### src/rtl/bit_op_sequencer.sv
// Shift/rotate/bit-invert sequencer: one bit per clock in RUN, result and flags load on entry to DONE.
// Latency: N+1 cycles for shift/rotate count N>=1, 1 cycle otherwise. `start` is ignored while busy.
// Optional BIT_SEQ_ROTATE_CARRY_EN: ROL/ROR rotate through the carry flag as a WORD_SIZE+1 ring.
module bit_op_sequencer #(
    parameter int WORD_SIZE = 8,
    parameter int CNT_W     = 4
) (
    input  logic                 clk,
    input  logic                 reset,
    input  logic                 start,
    input  logic [2:0]           op,
    input  logic [WORD_SIZE-1:0] operand,
    input  logic [CNT_W-1:0]     count,
    output logic                 busy,
    output logic                 done,
    output logic [WORD_SIZE-1:0] result,
    output logic                 zero_flag,
    output logic                 carry_flag,
    output logic                 overflow_flag
);

    localparam logic [2:0] OP_SHL  = 3'b000;
    localparam logic [2:0] OP_SHR  = 3'b001;
    localparam logic [2:0] OP_ROL  = 3'b010;
    localparam logic [2:0] OP_ROR  = 3'b011;
    localparam logic [2:0] OP_INV  = 3'b100;
    localparam logic [2:0] OP_PASS = 3'b101;
    localparam int MSB = WORD_SIZE - 1;

    typedef enum logic [1:0] {IDLE, RUN, DONE} state_t;

    state_t               state, state_nxt;
    logic [WORD_SIZE-1:0] work, work_nxt;
    logic [CNT_W-1:0]     remaining, remaining_nxt;
    logic [2:0]           op_q, op_nxt;
    logic                 carry_q, carry_nxt;
    logic                 ovf_q, ovf_nxt;

    logic [WORD_SIZE-1:0] step_w;
    logic                 step_c;
    logic                 step_v;

    logic                 load_res;
    logic [WORD_SIZE-1:0] res_w;
    logic                 res_c;
    logic                 res_v;
    logic [WORD_SIZE-1:0] inv_mask;

    assign busy = (state != IDLE);
    assign done = (state == DONE);
    // Shifting past the top bit leaves an all-zero mask, so INV passes the operand through.
    assign inv_mask = {{(WORD_SIZE-1){1'b0}}, 1'b1} << count;

    // One-bit step of the working register.
    always_comb begin
        step_w = work;
        step_c = carry_q;
        step_v = ovf_q;
        case (op_q)
            OP_SHL: begin
                step_w = {work[MSB-1:0], 1'b0};
                step_c = work[MSB];
                step_v = ovf_q | (work[MSB] ^ work[MSB-1]);
            end
            OP_SHR: begin
                step_w = {1'b0, work[MSB:1]};
                step_c = work[0];
            end
            OP_ROL: begin
`ifdef BIT_SEQ_ROTATE_CARRY_EN
                step_w = {work[MSB-1:0], carry_q};
`else
                step_w = {work[MSB-1:0], work[MSB]};
`endif
                step_c = work[MSB];
            end
            OP_ROR: begin
`ifdef BIT_SEQ_ROTATE_CARRY_EN
                step_w = {carry_q, work[MSB:1]};
`else
                step_w = {work[0], work[MSB:1]};
`endif
                step_c = work[0];
            end
            default: ;
        endcase
    end

    always_comb begin
        state_nxt     = state;
        work_nxt      = work;
        remaining_nxt = remaining;
        op_nxt        = op_q;
        carry_nxt     = carry_q;
        ovf_nxt       = ovf_q;
        load_res      = 1'b0;
        res_w         = result;
        res_c         = 1'b0;
        res_v         = 1'b0;
        case (state)
            IDLE: begin
                if (start) begin
                    op_nxt        = op;
                    work_nxt      = operand;
                    remaining_nxt = count;
                    ovf_nxt       = 1'b0;
`ifdef BIT_SEQ_ROTATE_CARRY_EN
                    carry_nxt     = carry_flag;
`else
                    carry_nxt     = 1'b0;
`endif
                    if (!op[2] && (count != '0)) begin
                        state_nxt = RUN;
                    end else begin
                        state_nxt = DONE;
                        load_res  = 1'b1;
                        res_w     = (op == OP_INV) ? (operand ^ inv_mask) : operand;
                    end
                end
            end
            RUN: begin
                work_nxt      = step_w;
                carry_nxt     = step_c;
                ovf_nxt       = step_v;
                remaining_nxt = remaining - CNT_W'(1);
                if (remaining == CNT_W'(1)) begin
                    state_nxt = DONE;
                    load_res  = 1'b1;
                    res_w     = step_w;
                    res_c     = step_c;
                    res_v     = step_v;
                end
            end
            DONE:    state_nxt = IDLE;
            default: state_nxt = IDLE;
        endcase
    end

    always_ff @(posedge clk) begin
        if (reset) begin
            state         <= IDLE;
            work          <= '0;
            remaining     <= '0;
            op_q          <= OP_PASS;
            carry_q       <= 1'b0;
            ovf_q         <= 1'b0;
            result        <= '0;
            zero_flag     <= 1'b0;
            carry_flag    <= 1'b0;
            overflow_flag <= 1'b0;
        end else begin
            state     <= state_nxt;
            work      <= work_nxt;
            remaining <= remaining_nxt;
            op_q      <= op_nxt;
            carry_q   <= carry_nxt;
            ovf_q     <= ovf_nxt;
            if (load_res) begin
                result        <= res_w;
                zero_flag     <= (res_w == '0);
                carry_flag    <= res_c;
                overflow_flag <= res_v;
            end
        end
    end

endmodule

### config.mk
export PLATFORM = sky130hd
export DESIGN_NAME = bit_op_sequencer
export DESIGN_NICKNAME = d
export VERILOG_FILES = /design/src/rtl/bit_op_sequencer.sv
export SDC_FILE = /design/constraint.sdc
export NUM_CORES = 1
export LEC_CHECK = 0
export CORE_ASPECT_RATIO = 0.7
export CORE_MARGIN = 8
export CORE_UTILIZATION = 45
export DETAILED_ROUTE_END_ITERATION = 8
export PLACE_DENSITY = 0.68
export SETUP_SLACK_MARGIN = 0.2
export SYNTH_ARGS = -nofsm -noshare
export SYNTH_HDL_FRONTEND = slang
export SYNTH_SLANG_ARGS = --single-unit
### constraint.sdc
create_clock -name clk -period 2.08 [get_ports clk]
set_input_delay 0.208 -clock clk [delete_from_list [all_inputs] [get_ports clk]]
set_output_delay 0.208 -clock clk [all_outputs]
set_load 0.02 [all_outputs]
==> flow_summary.toml <==
[layout]
fillCellCount = 328
multi_input_area_mm2 = 0.001264
drive_gt1_frac = 0.2612
area_delta_synth_final_pct = 49.65
layout_common_cells = "buf_4, nand2_1, clkdlybuf4s50_1"
n_antenna_cell = 0
final_cells = 343
utilization = 0.6904
nets = 311
seqCellArea_um2 = 606.8
layout_commonest_cell = "buf_4"

[sta]
finalClockSkew_ps = 3.793
setup_viol = 0
slew_violations = 0
fin_crit_ps = 2047
rsz0062_at_grt = "true"
max_freq_ghz = 0.4885
fin_setup_tns_ps = 0
finalHoldViolCount = 0
hold_slack_ps = 469.7
fin_crit_sh = 0.9843
max_slew_margin = 0.5107
worst_pin_slew_ps = 729.0

[synth]
ys.flop_type = "dfxtp_1"
yosysWarnings = 0
synth_seq_cells = 30
syn_nets = 248
ys_types = 48
avgSynthCellArea_um2 = 7.793
synth_area_mm2 = 0.001777
synth_edf_count = 0
ys_async_sr_fraction = 0
synth_cells = 228
yosysSeqAreaShare = 0.3380

[worst_setup_path]
rrSetupSlack_ps = 30
critical-path-slowest-cell = "o311ai_0"
regToRegEndpoint = "zero_flag$_SDFFE_PP0P_"
critPathKind = "reg -> reg"
cp_data_arrival_time_ps = 2220
end_kind = "register"
slowest_delay_ps = 580
required_ps = 2250
critPathMaxFanout = 4
cp_top_family = "compound AO/OA/AOI/OAI gates"
crit_buf_inv = 1
cp-start-kind = "register"
path_cells = "inv_2 -> ha_4 -> or3b_4 -> o311ai_0 -> a22oi_2 -> nand4b_1 -> o21ai_1"
rr_startpoint = "remaining[1]$_SDFFE_PP0P_"
ff2ff_path_depth = 7

[route]
drt_iter0_drc = 306
vias = 2045
drc = 0
wire_per_inst_um = 18.70
drtAntennaViolNets = 0
drt_first_pass_iters = 4
routed_wl_um = 6415
routed_via_density = 5.962

[power_and_ir_drop]
p_per_area_mw_per_mm2 = 676.4
p_leak_nw = 1.043
peakVddDrop_mv = 0.4683
power_mw = 1.798

[floorplanning]
row_count = 19
io_pins = 31
die_width_um = 91.10
die_area_mm2 = 0.006247
start_util = 0.4613
fp.dieH_um = 68.57
core_mm2 = 0.003851

[clock_network]
cts-root-buf = "clkbuf_8"
cts.reportedPaths.clkPinSlew_ps = 70
clock_path_buffers = 2
holdBufCountCts = 0
cts_tree = "yes"
htree_num_levels = 2
clk_latency_ps = 280
cts_sinks = 30
numCtsBuffers = 5

[min_path]
min_from = "remaining[1]$_SDFFE_PP0P_"
hold_path_depth = 2
hold_path.class = "reg -> reg"
whs_endpoint = "remaining[1]$_SDFFE_PP0P_"

[global_route]
grt_pass1_wl_um = 9818
grt_remaining_overflow = 0
antenna_found_initial = 0
grt_pass1_vias = 1926
grt_usage = 0.1995
grt_max_degree = 20

[placement]
dp.cells = 334
dpl.hpwl_um = 4441
place_congestion = 0.8720
port_buffers = 30

[outcome]
status = "complete, no violations"

[flow_run]
maxCapViolCount = 0
-- metrics by stage --
stage	worst slack [ps]	area (um^2)
after floorplan	232.5	1777
after global placement	-146.7	2345
after detailed placement	-180.5	2345
after CTS	153.1	2481
after global routing	-68.02	2659
final	32.74	2659
-- routing by layer --
metal	routed length, um	track usage
met1	2959	0.2648
met2	2858	0.3099
met3	496	0.05730
met4	101	0.06288
met5	0	0
-- Yosys cell counts, drive strengths merged, types with 4 or more instances --
library cell  instances  area (um^2)
nand3                 6        30.03
a22oi                 5        37.54
dfxtp                30        600.6
inv                   5        18.77
a221oi                6        52.55
o21ai                15        75.07
buf                   4        32.53
mux2i                 8        80.08
a21oi                15        75.07
clkbuf                7        27.52
a311oi                4        35.03
nor3                 12        60.06
nand2                31        116.4
a211oi                6        45.04
nand2b                4        25.02
nor2                 29        118.9
-- worst min-delay path, cell delays in order (launching register included) --
cell and delay, ps:
dfxtp_2 330, nand2_1 50, a21oi_1 50
-- worst max-delay path by stage --
stage,from,endpoint,slack (ps),depth (start not counted)
global route,remaining[1]$_SDFFE_PP0P_,zero_flag$_SDFFE_PP0P_,-70,7
CTS,op[2],zero_flag$_SDFFE_PP0P_,150,8
finish,remaining[1]$_SDFFE_PP0P_,zero_flag$_SDFFE_PP0P_,30,7
global placement,op[2],zero_flag$_SDFFE_PP0P_,-150,8
floorplan,remaining[1]$_SDFFE_PP0P_,zero_flag$_SDFFE_PP0P_,230,8
detailed placement,op[2],zero_flag$_SDFFE_PP0P_,-180,8
-- logic make-up after synthesis --
family	Yosys count	share of synthesized area
flip-flops	30	0.3380
AND/OR/NAND/NOR	105	0.2979
XOR/XNOR	6	0.02958
buffers and inverters	16	0.04436
multiplexers	8	0.04507
adder cells (fa/ha/maj)	2	0.01408
AO/OA/AOI/OAI	61	0.2310
-- flip-flops by register name, indices dropped and copies added, names as in the netlist --
register and cells:
result 8, carry_flag 1, work 8, zero_flag 1, remaining 4, ovf_q 1
op_q 3, carry_q 1, overflow_flag 1, state 2
-- repair_timing --
item                       4_1_cts  5_1_grt
setup buffers                    0        2
setup endpoints to repair        8       10
resized for setup                6       33
pin swaps                        0       11
-- final cells by class --
class / count / area share
Timing Repair Buffer: 67 / 0.2226
Multi-Input combinational cell: 182 / 0.4753
Clock inverter: 1 / 0.01129
Tap cell: 52 / 0.02447
Inverter: 5 / 0.007059
Clock buffer: 6 / 0.03106
Sequential cell: 30 / 0.2282
-- power by group --
group	internal, mW	switching [mW]	total [mW]
sequential	0.622	0.0589	0.680
combinational	0.234	0.265	0.499
clock	0.383	0.236	0.619
total	1.24	0.560	1.80
(Power assumes the default switching activity.)
